<file path="src/rtl/lsu_pkg.sv">
// rtl/lsu_pkg.sv - op codes, FSM states and access-size helper for lsu_align
package lsu_pkg;

  localparam logic [2:0] OP_B  = 3'b000;
  localparam logic [2:0] OP_H  = 3'b001;
  localparam logic [2:0] OP_W  = 3'b010;
  localparam logic [2:0] OP_D  = 3'b011;
  localparam logic [2:0] OP_BU = 3'b100;
  localparam logic [2:0] OP_HU = 3'b101;

  typedef enum logic [2:0] {
    ST_IDLE   = 3'd0,
    ST_ISSUE  = 3'd1,
    ST_CAPT   = 3'd2,
    ST_ISSUE2 = 3'd3,
    ST_CAPT2  = 3'd4,
    ST_RSP    = 3'd5
  } lsu_state_e;

  function automatic logic [3:0] op_size(input logic [2:0] op);
    logic [3:0] sz;
    case (op)
      OP_B, OP_BU: sz = 4'd1;
      OP_H, OP_HU: sz = 4'd2;
      OP_W:        sz = 4'd4;
      OP_D:        sz = 4'd8;
      default:     sz = 4'd1;
    endcase
    return sz;
  endfunction

endpackage

</file>
<file path="src/rtl/lsu_lane_ext.sv">
// rtl/lsu_lane_ext.sv - combinational lane steering for stores and shift/extend for loads
// Two-word (lo/hi) view so that word-crossing accesses use the same shifters.
module lsu_lane_ext
  import lsu_pkg::*;
#(
  parameter int DW = 32,
  localparam int NB = DW / 8,
  localparam int LW = $clog2(NB)
) (
  input  logic [2:0]    op_i,
  input  logic [LW-1:0] off_i,
  input  logic [DW-1:0] wdata_i,
  input  logic [DW-1:0] rdata_lo_i,
  input  logic [DW-1:0] rdata_hi_i,
  output logic [NB-1:0] be_lo_o,
  output logic [NB-1:0] be_hi_o,
  output logic [DW-1:0] wdata_lo_o,
  output logic [DW-1:0] wdata_hi_o,
  output logic [DW-1:0] rdata_o
);

  logic [3:0]      size;
  logic [NB-1:0]   lane_mask;
  logic [DW-1:0]   wdata_m;
  logic [2*NB-1:0] be_full;
  logic [2*DW-1:0] wd_full;
  logic [2*DW-1:0] rd_full;
  logic [DW-1:0]   rd;
  logic            sign_op;
  logic            fill;

  always_comb begin
    size = op_size(op_i);
    lane_mask = '0;
    for (int i = 0; i < NB; i++) begin
      lane_mask[i] = (i < int'(size));
    end
    wdata_m = '0;
    for (int i = 0; i < DW; i++) begin
      wdata_m[i] = wdata_i[i] & lane_mask[i/8];
    end
    be_full = {{NB{1'b0}}, lane_mask} << off_i;
    wd_full = {{DW{1'b0}}, wdata_m} << {off_i, 3'b000};
    rd_full = {rdata_hi_i, rdata_lo_i} >> {off_i, 3'b000};
    rd      = rd_full[DW-1:0];
  end

  assign be_lo_o    = be_full[NB-1:0];
  assign be_hi_o    = be_full[2*NB-1:NB];
  assign wdata_lo_o = wd_full[DW-1:0];
  assign wdata_hi_o = wd_full[2*DW-1:DW];

  // B/H/W sign-extend; BU/HU zero-extend; D fills every bit so fill is unused
  always_comb begin
    sign_op = (op_i == OP_B) || (op_i == OP_H) || (op_i == OP_W);
    case (size)
      4'd1:    fill = sign_op & rd[7];
      4'd2:    fill = sign_op & rd[15];
      4'd4:    fill = sign_op & rd[31];
      default: fill = sign_op & rd[DW-1];
    endcase
    rdata_o = '0;
    for (int i = 0; i < DW; i++) begin
      rdata_o[i] = (i < 8 * int'(size)) ? rd[i] : fill;
    end
  end

endmodule

</file>
<file path="src/rtl/lsu_align.sv">
// rtl/lsu_align.sv - load/store alignment unit between a request port and a word memory
// Misaligned accesses fault unless LSU_ALIGN_SPLIT_MISALIGN_EN is defined, which enables split beats.
module lsu_align
  import lsu_pkg::*;
#(
  parameter int DW = 32,
  parameter int AW = 32
) (
  input  logic            clk_i,
  input  logic            rst_i,
  input  logic            req_valid_i,
  output logic            req_ready_o,
  input  logic            req_we_i,
  input  logic [2:0]      req_op_i,
  input  logic [AW-1:0]   req_addr_i,
  input  logic [DW-1:0]   req_wdata_i,
  output logic            mem_en_o,
  output logic            mem_we_o,
  output logic [DW/8-1:0] mem_be_o,
  output logic [AW-1:0]   mem_addr_o,
  output logic [DW-1:0]   mem_wdata_o,
  input  logic [DW-1:0]   mem_rdata_i,
  output logic            rsp_valid_o,
  input  logic            rsp_ready_i,
  output logic [DW-1:0]   rsp_data_o,
  output logic            rsp_exc_o
);

  localparam int NB = DW / 8;
  localparam int LW = $clog2(NB);

  lsu_state_e    state_q, state_d;
  logic [2:0]    op_q;
  logic          we_q;
  logic [AW-1:0] addr_q;
  logic [DW-1:0] wdata_q;
  logic          exc_q;
  logic          split_q;
  logic [DW-1:0] rlo_q;
  logic [DW-1:0] rhi_q;

  logic [3:0]    req_size;
  logic [LW-1:0] req_off;
  logic          req_illegal;
  logic          req_mis;
  logic          req_fault;
  logic          req_split;
  logic          accept;

  always_comb begin
    req_size    = op_size(req_op_i);
    req_off     = req_addr_i[LW-1:0];
    req_illegal = (req_op_i > OP_HU) || ((req_op_i == OP_D) && (DW == 32));
    req_mis     = (4'(req_off) & (req_size - 4'd1)) != 4'd0;
`ifdef LSU_ALIGN_SPLIT_MISALIGN_EN
    req_fault   = req_illegal;
    req_split   = !req_illegal && ((5'(req_off) + 5'(req_size)) > 5'(NB));
`else
    req_fault   = req_illegal || req_mis;
    req_split   = 1'b0;
`endif
  end

  assign accept = (state_q == ST_IDLE) && req_valid_i;

  always_comb begin
    state_d = state_q;
    case (state_q)
      ST_IDLE:   if (req_valid_i) state_d = req_fault ? ST_RSP : ST_ISSUE;
      ST_ISSUE:  state_d = ST_CAPT;
      ST_CAPT:   state_d = split_q ? ST_ISSUE2 : ST_RSP;
      ST_ISSUE2: state_d = ST_CAPT2;
      ST_CAPT2:  state_d = ST_RSP;
      ST_RSP:    if (rsp_ready_i) state_d = ST_IDLE;
      default:   state_d = ST_IDLE;
    endcase
  end

  always_ff @(posedge clk_i or posedge rst_i) begin
    if (rst_i) begin
      state_q <= ST_IDLE;
      op_q    <= OP_B;
      we_q    <= 1'b0;
      addr_q  <= '0;
      wdata_q <= '0;
      exc_q   <= 1'b0;
      split_q <= 1'b0;
      rlo_q   <= '0;
      rhi_q   <= '0;
    end else begin
      state_q <= state_d;
      if (accept) begin
        op_q    <= req_op_i;
        we_q    <= req_we_i;
        addr_q  <= req_addr_i;
        wdata_q <= req_wdata_i;
        exc_q   <= req_fault;
        split_q <= req_split;
        rlo_q   <= '0;
        rhi_q   <= '0;
      end
      // Capture only for loads so a store's response data stays zero
      if (state_q == ST_CAPT && !we_q) rlo_q <= mem_rdata_i;
      if (state_q == ST_CAPT2 && !we_q) rhi_q <= mem_rdata_i;
    end
  end

  logic [NB-1:0] be_lo, be_hi;
  logic [DW-1:0] wd_lo, wd_hi;
  logic [DW-1:0] ext_data;

  lsu_lane_ext #(.DW(DW)) u_lane_ext (
    .op_i       (op_q),
    .off_i      (addr_q[LW-1:0]),
    .wdata_i    (wdata_q),
    .rdata_lo_i (rlo_q),
    .rdata_hi_i (rhi_q),
    .be_lo_o    (be_lo),
    .be_hi_o    (be_hi),
    .wdata_lo_o (wd_lo),
    .wdata_hi_o (wd_hi),
    .rdata_o    (ext_data)
  );

  logic          beat2;
  logic [AW-1:0] word_addr;

  // Beat 2 address wraps naturally modulo 2^AW
  always_comb begin
    beat2       = (state_q == ST_ISSUE2);
    mem_en_o    = (state_q == ST_ISSUE) || beat2;
    word_addr   = {addr_q[AW-1:LW], {LW{1'b0}}};
    mem_we_o    = mem_en_o && we_q;
    mem_addr_o  = '0;
    mem_be_o    = '0;
    mem_wdata_o = '0;
    if (mem_en_o) begin
      mem_addr_o = beat2 ? (word_addr + AW'(NB)) : word_addr;
      mem_be_o   = beat2 ? be_hi : be_lo;
      if (we_q) mem_wdata_o = beat2 ? wd_hi : wd_lo;
    end
  end

  assign req_ready_o = (state_q == ST_IDLE);
  assign rsp_valid_o = (state_q == ST_RSP);
  assign rsp_exc_o   = (state_q == ST_RSP) && exc_q;
  assign rsp_data_o  = ((state_q == ST_RSP) && !exc_q && !we_q) ? ext_data : '0;

endmodule

</file>
<file path="config.mk">
export PLATFORM = sky130hd
export DESIGN_NAME = lsu_align
export DESIGN_NICKNAME = d
export VERILOG_FILES = /design/src/rtl/lsu_pkg.sv /design/src/rtl/lsu_lane_ext.sv /design/src/rtl/lsu_align.sv
export SDC_FILE = /design/constraint.sdc
export NUM_CORES = 1
export LEC_CHECK = 0
export CAP_MARGIN = 30
export CORE_MARGIN = 4
export CORE_UTILIZATION = 50
export CTS_CLUSTER_DIAMETER = 40
export DETAILED_ROUTE_END_ITERATION = 6
export GPL_ROUTABILITY_DRIVEN = 0
export GPL_TIMING_DRIVEN = 0
export PLACE_DENSITY = 0.81
export SYNTH_ARGS = -nofsm -noshare
export SYNTH_HDL_FRONTEND = slang
export SYNTH_HIERARCHICAL = 1
export SYNTH_SLANG_ARGS = --single-unit
</file>
<file path="constraint.sdc">
create_clock -name clk_i -period 5.8 [get_ports clk_i]
set_input_delay 1.16 -clock clk_i [delete_from_list [all_inputs] [get_ports clk_i]]
set_output_delay 1.16 -clock clk_i [all_outputs]
set_load 0.02 [all_outputs]
</file>
==> results.toml <==
[sta]
setup_tns_ns = 0
fmax_mhz = 224
final.setup_skew_ns = 0.00432
worst_hold_slack_ns = 0.502
timing.final.crit_period_ns = 4.47
worst_slew_pin_slew_ns = 1.08
finalCritPeriodShare = 0.770
fin_ws_ns = 1.33
number_of_hold_violations_in_the_final_report = 0
rsz0062_at_grt = "no"
slew_viol_final = 0
slew_headroom = 0.281
setup_violations = 0

[synthesis]
netlist_instances = 958
synth.cell_area_um2 = 8730
post_synth.cell_area_avg_um2 = 9.11
yosysWarnings = 6

[clock_network]
post-cts-setup-buffers = 0
clk-insertion-delay-late_ns = 0.42
cts_made_buffers = 17
postCtsResizedCells = 0
cts.sink_count = 128
hold_buffers = 0
tritoncts = "built"
clk_path_buf_depth = 2
number_of_levels_the_h_tree_was_split_into = 4
clk_pin_slew_ns = 0.06
ctsRootBufferMaster = "sky130_fd_sc_hd__clkbuf_16"

[setup_path]
worstSetupPathDepth = 9
path_common_cell = "sky130_fd_sc_hd__buf_6"
criticalPathCategory = "flip-flop to primary output"
flop2flop_setup_slack_ns = 3.33
worst-endpoint-required_ns = 4.64
worst-endpoint-arrival_ns = 3.31
path_buf_inv = 5
crit_path_start_kind = "flip-flop"
timing.critical_path.from = "state_q[2]"
worstSetupEndpointType = "primary output"
critical_path.cell_chain = "buf_6, nand2b_4, buf_6, or4_4, buf_6, buf_6, or4b_1, a21oi_1, clkdlybuf4s50_1"
r2r.worst_path.cells = 7
crit_end = "mem_addr_o[30]"
worst_path_max_delay_cell = "sky130_fd_sc_hd__clkdlybuf4s50_1"
rr_startpoint = "state_q[1]"
critical_path.reg2reg.endpoint = "rlo_q[13]"
cpPeakStageDelay_ns = 0.63
critical-path-top-delay-family = "buffers and inverters"
path_max_fanout = 10

[floorplanning]
core_region_area_um2 = 17200
num_ports = 209
placement_rows = 48
floorplan.die_area_um2 = 19600
die-height_um = 140
start_util = 0.508
fp.dieW_um = 140

[cells_and_area]
fillerInstances = 1365
finish.instance_area_um2 = 11700
commonest_cells_after_routing_fill_and_taps_aside = "206 x sky130_fd_sc_hd__clkdlybuf4s50_1, 140 x sky130_fd_sc_hd__nand2_1, 128 x sky130_fd_sc_hd__dfrtp_1"
diodes = 0
layout.cells.most_common = "sky130_fd_sc_hd__clkdlybuf4s50_1"
final_util = 0.682
final_nets = 1299
flow.area_growth_from_synthesis_pct = 34.2
final_cells = 1432
drive_above_1_share = 0.132

[detailed_routing]
ant_nets = 0
avgRoutedWirePerCell_um = 20.5
detail_route.drc_violations = 0
initialDrtViolationCount = 1248
drt-pass1-iter-count = 7
drt-vias-per-instance = 6.10
num_vias = 8741
drt_total_wl_um = 29400

[power_and_ir_drop]
cellPowerDensity_nw_per_um2 = 520
fin_total_pwr_mw = 6.09
max-vdd-ir-drop_v = 0.000314
static-leakage-power_nw = 4.65

[placed_design]
detailedPlacementHpwl_um = 21600
post_dp_cell_area_um2 = 11100
setup_slack_placement_ns = 1.80
port_bufs = 206
placedCellCount = 1400

[grt]
grt_overflow = 0
antenna_found_initial = 0
grt_use_total = 0.300
first_pass_grt_wire_length_um = 46600
grt_pass1_vias = 8586
pin_count_of_the_biggest_net_entering_global_routing = 96

[hold_path]
min_path_type = "flip-flop to flip-flop"

[run_status]
outcome = "finished, final reports clean"

[flow_run]
drv_cap = 0
-- layout make-up --
type                       count  area (um2)  share of cell area
buffer                        93         480              0.0410
tap                          225         282              0.0240
timing repair buffer         208        2090               0.179
inverter                       9        38.8             0.00331
sequential                   128        3200               0.273
clock inverter                10         113             0.00961
multi-input combinational    737        5050               0.431
clock buffer                  22         454              0.0388
-- worst reg2reg max path, cell delays in order (launching register included) --
cell                       delay (ns)
sky130_fd_sc_hd__dfrtp_1         0.32
sky130_fd_sc_hd__clkbuf_1        0.29
sky130_fd_sc_hd__nor3_1          0.12
sky130_fd_sc_hd__nand2_1         0.23
sky130_fd_sc_hd__clkbuf_1        0.61
sky130_fd_sc_hd__clkbuf_1        0.45
sky130_fd_sc_hd__nand2_1         0.12
sky130_fd_sc_hd__o21ai_0         0.24
-- state kept, by name, summed over array words and instances, names as in the netlist --
register and count:
rhi_q 24, state_q 3, wdata_q 32, addr_q 32, rlo_q 32, op_q 3, exc_q 1, we_q 1
-- layer usage --
metal	global-route usage	wire length (um)
met3	0.0618	2710
met1	0.392	11500
met2	0.474	13500
met4	0.150	1650
met5	0	0
-- power by group --
part | leakage [nW] | switching (mW) | internal, mW | total [mW]
registers | 1.60 | 0.470 | 1.28 | 1.75
clock network | 0.274 | 0.417 | 0.642 | 1.06
logic | 2.78 | 1.82 | 1.47 | 3.28
total | 4.65 | 2.70 | 3.39 | 6.09
-- worst min path at each step --
stage | start | end | slack [ns] | depth (start not counted)
floorplan | exc_q | exc_q | 0.46 | 2
global placement | exc_q | exc_q | 0.48 | 2
detailed placement | addr_q[0] | addr_q[0] | 0.49 | 1
CTS | addr_q[0] | addr_q[0] | 0.50 | 1
global route | addr_q[0] | addr_q[0] | 0.52 | 1
finish | exc_q | exc_q | 0.50 | 2
(Power assumes the default switching activity.)
==> edit 1: new RTL, same settings <==
Add a define of `LSU_ALIGN_SPLIT_MISALIGN_EN`.
--- a/src/rtl/lsu_align.sv
+++ b/src/rtl/lsu_align.sv
@@ -1,4 +1,6 @@
 // rtl/lsu_align.sv - load/store alignment unit between a request port and a word memory
 // Misaligned accesses fault unless LSU_ALIGN_SPLIT_MISALIGN_EN is defined, which enables split beats.
+`define LSU_ALIGN_SPLIT_MISALIGN_EN
+
 module lsu_align
   import lsu_pkg::*;
Check against the original RTL: not equivalent (a bounded check fails within 4 cycles, from zero or initial values and one cycle with rst_i high).
==> edit 1 against the original RTL <==
- routed wire length rose by 0.22%
- sequential cell count rose by 1
- synthesized area rose by 2.2%
- setup slack got worse by 0.12 ns
- total power rose by 0.12%
- cell area rose by 1.9%
- register-to-register slack improved by 0.27 ns
- final cell count rose by 2.6%
- die area rose by 2.1%
- core utilization rose by 0.34 points
==> edit 1: results (changes against the original RTL) <==
global-route wire length before repair 45800 um (was 46610 um); Critical Path End rsp_data_o[14] (was mem_addr_o[30]); M1 wire length 11630 um (was 11470 um); GRT met1 Usage 38.52% (was 39.25%); Yosys Warn Count 6 (unchanged); met2 WL 13600 um (was 13540 um); Hold Path End exc_q (unchanged); Detailed Route Iter0 Violations 1080 (was 1248); placed cell area 11330 um2 (was 11150 um2); worst setup path startpoint state_q[2] (unchanged); Avg WL per Cell 20.04 um (was 20.51 um); Worst IR Drop VDD 0.0003266 V (was 0.0003143 V); Nets 1339 (was 1299); Hold Path Cell Cnt 1 (was 2); via count 8830 (was 8741); reg2reg setup slack 3.60 ns (was 3.33 ns); Post-CTS Setup Repair Bufs 0 (unchanged); H-tree Lvls 4 (unchanged); Root Driver clkbuf_16 (unchanged); Sw Ratio 43.72% (was 44.39%); status finished clean (unchanged); uppermost layer routed met4 (unchanged); skew final 0.008136 ns (was 0.004317 ns); biggest regs addr_q (32), rlo_q (32), wdata_q (32) (unchanged); M2 GR Usage 46.01% (was 47.43%); Worst-Margin Slew 0.9970 ns (was 1.075 ns); hold_ws 0.5220 ns (was 0.5017 ns); fin crit period 4.585 ns (was 4.466 ns); GRT Total Usage 28.92% (was 29.97%); drt first pass iters 7 (unchanged); Clock Latency Late Sink 0.42 ns (about the same); R2R Path End rlo_q[10] (was rlo_q[13]); number of global-route vias before repair 8532 (was 8586); CP max-delay cell nor4_1 (was clkdlybuf4s50_1); P_leak 4.791 nW (was 4.651 nW); Layout fillers 1378 (was 1365); hpwl dp 22410 um (was 21590 um); worst r2r path cells 5 (was 7); Largest delay share family, worst path buffers and inverters (unchanged); met3 WL 3022 um (was 2705 um); Place WS 1.768 ns (was 1.796 ns); M3 GR Usage 5.797% (was 6.180%); input/output buffers 206 (unchanged); worst hold-check path type flop to flop (unchanged); max incr delay on CP 0.82 ns (was 0.63 ns); pin count of the biggest net entering global routing 72 (was 96); fraction of layout cells with a size suffix above 1 14.39% (was 13.17%)
[edit 1: per-stage QoR]
stage                     power (mW)  cells  utilization (%)
after global placement         4.821   1435            64.86
after floorplan                3.820   1004                -
after global routing           6.429   1469            68.55
after CTS                      6.020   1469            68.55
after detailed placement       4.913   1437            65.07
final                          6.096   1469            68.55
[edit 1: final cells by class]
type	instances	area, um2	area share (%)
multi-input cells	762	5166	43.27
flip-flops and latches	129	3228	27.04
repair buffers	208	2095	17.54
plain buffers	99	505.5	4.234
clock buffers	20	446.7	3.741
well taps	225	281.5	2.358
clock inverters	12	158.9	1.331
inverters	14	57.56	0.4821
[edit 1: power groups by stage]
stage / combinational [mW] / clock (mW) / sequential (mW)
2_1_floorplan: 2.25 / 0 / 1.57
3_3_place_gp: 3.09 / 0 / 1.73
3_5_place_dp: 3.16 / 0 / 1.75
4_1_cts: 3.18 / 1.10 / 1.74
5_1_grt: 3.48 / 1.14 / 1.81
6_report: 3.23 / 1.09 / 1.77
==> edit 2: new RTL, config.mk and constraints unchanged <==
Made on the original files. Encoding of `lsu_state_e`: now one-hot (6 bits for 6 states).
--- a/src/rtl/lsu_pkg.sv
+++ b/src/rtl/lsu_pkg.sv
@@ -9,11 +9,11 @@
   localparam logic [2:0] OP_HU = 3'b101;
 
-  typedef enum logic [2:0] {
-    ST_IDLE   = 3'd0,
-    ST_ISSUE  = 3'd1,
-    ST_CAPT   = 3'd2,
-    ST_ISSUE2 = 3'd3,
-    ST_CAPT2  = 3'd4,
-    ST_RSP    = 3'd5
+  typedef enum logic [5:0] {
+    ST_IDLE   = 6'b000001,
+    ST_ISSUE  = 6'b000010,
+    ST_CAPT   = 6'b000100,
+    ST_ISSUE2 = 6'b001000,
+    ST_CAPT2  = 6'b010000,
+    ST_RSP    = 6'b100000
   } lsu_state_e;
 
Formal check against the unedited RTL: no difference found for any inputs over 4 cycles, from zero or initial values and one cycle with rst_i high; so few cycles prove little.
==> edit 2 against the original RTL <==
- core utilization grew 4.9 points
- highest routed layer unchanged
- critical path depth shrank 4
- cell area fell by 21%
- clock power down 42%
- clock skew is 0.0024 ns higher
- worst hold slack worse by 0.019 ns
- routed wire length shrank 31%
- sequential share of layout area grew 1.0 points
- setup slack improved by 0.15 ns
- synthesized area decreased by 26%
- total power is 42% lower
- register-to-register slack improved by 0.36 ns
- sequential cell count fell by 23
==> edit 2: results (changes against the original RTL) <==
status finished clean (unchanged); met2 WL 10150 um (was 13540 um); clk slew on worst S/H paths 0.08 ns (was 0.06 ns); cts bufs inserted 9 (was 17); M1 wire length 7606 um (was 11470 um); headroom to the max-slew limit 37.04% (was 28.15%); P_leak 3.999 nW (was 4.651 nW); GRT met1 Usage 33.76% (was 39.25%); worst hold-check path type flop to flop (unchanged); max incr delay on CP 0.85 ns (was 0.63 ns); Clock Latency Late Sink 0.36 ns (was 0.42 ns); uppermost layer routed met4 (unchanged); post-CTS resize count 0 (unchanged); Clock Tree Buf Depth 2 (unchanged); M3 GR Usage 8.589% (was 6.180%); crit-path max FO 10 (unchanged); global-route wire length before repair 32190 um (was 46610 um); cells after synthesis 591 (was 958); met3 WL 1951 um (was 2705 um); Worst EP arrival 3.16 ns (was 3.31 ns); Post-CTS Setup Repair Bufs 0 (unchanged); H-tree Lvls 3 (was 4); M2 GR Usage 48.55% (was 47.43%); Final Instance Count excl. Fillers 1036 (was 1432); Root Driver clkbuf_16 (unchanged); Core ar. 12670 um2 (was 17180 um2); Nets 963 (was 1299); pin count of the biggest net entering global routing 54 (was 96); skew final 0.006699 ns (was 0.004317 ns); Detailed Route Iter0 Violations 550 (was 1248); total wire length 20200 um (was 29380 um); hold buffer count at CTS 0 (unchanged); input/output buffers 206 (unchanged); number of global-route vias before repair 6071 (was 8586); GRT Total Usage 27.85% (was 29.97%); drt first pass iters 5 (was 7); fraction of layout cells with a size suffix above 1 14.70% (was 13.17%); biggest regs addr_q (32), rlo_q (32), wdata_q (32) (unchanged); Largest delay share family, worst path buffers and inverters (unchanged); via count 5931 (was 8741); Ant. Diodes 0 (unchanged); Worst IR Drop VDD 0.0002538 V (was 0.0003143 V); hpwl dp 15510 um (was 21590 um); CP max-delay cell nor4b_2 (was clkdlybuf4s50_1); Yosys Warn Count 6 (unchanged); initial antenna violation count 0 (unchanged)
-- edit 2: final timing paths --
kind	startpoint	endpoint	slack (ns)	cells after the start
min	addr_q[16]	addr_q[16]	0.48	1
max	state_q[5]	mem_addr_o[19]	1.48	5
min in group asynchronous	rst_i	addr_q[29]	1.26	2
max reg2reg	state_q[0]	addr_q[23]	3.69	6
max in group asynchronous	rst_i	state_q[0]	3.79	3
min reg2reg	addr_q[16]	addr_q[16]	0.48	1
-- edit 2: power by group --
| group | internal, mW | leakage, nW | switching (mW) | total, mW |
|---|---|---|---|---|
| registers | 1.00 | 1.30 | 0.219 | 1.22 |
| logic | 0.835 | 2.55 | 0.888 | 1.72 |
| clock network | 0.312 | 0.143 | 0.300 | 0.613 |
| total | 2.15 | 4.00 | 1.41 | 3.56 |
-- edit 2: area by class of cell --
class                      count  area, um2
multi-input combinational    470       3689
fill                         913       3402
sequential                   105       2629
timing repair buffer         207       2090
buffer                        61      330.3
clock buffer                  10      239.0
tap                          172      215.2
clock inverter                 6      56.30
inverter                       5      21.27
-- edit 2: worst register-to-register path, cell delays in order, from the launching register on --
cell     delay, ns
dfstp_2       0.61
nor4b_4       0.35
and2_1        0.18
buf_2         0.17
buf_6         0.18
buf_6         0.17
mux2_1        0.35
-- edit 2: metrics by stage --
stage | total power, mW | instance area [um2] | setup slack [ns]
CTS | 3.529 | 9269 | 1.519
floorplan | 2.414 | 6666 | 1.881
global route | 3.768 | 9269 | 1.320
finish | 3.555 | 9269 | 1.482
global placement | 2.838 | 8944 | 0.4220
detailed placement | 2.910 | 8974 | 1.966
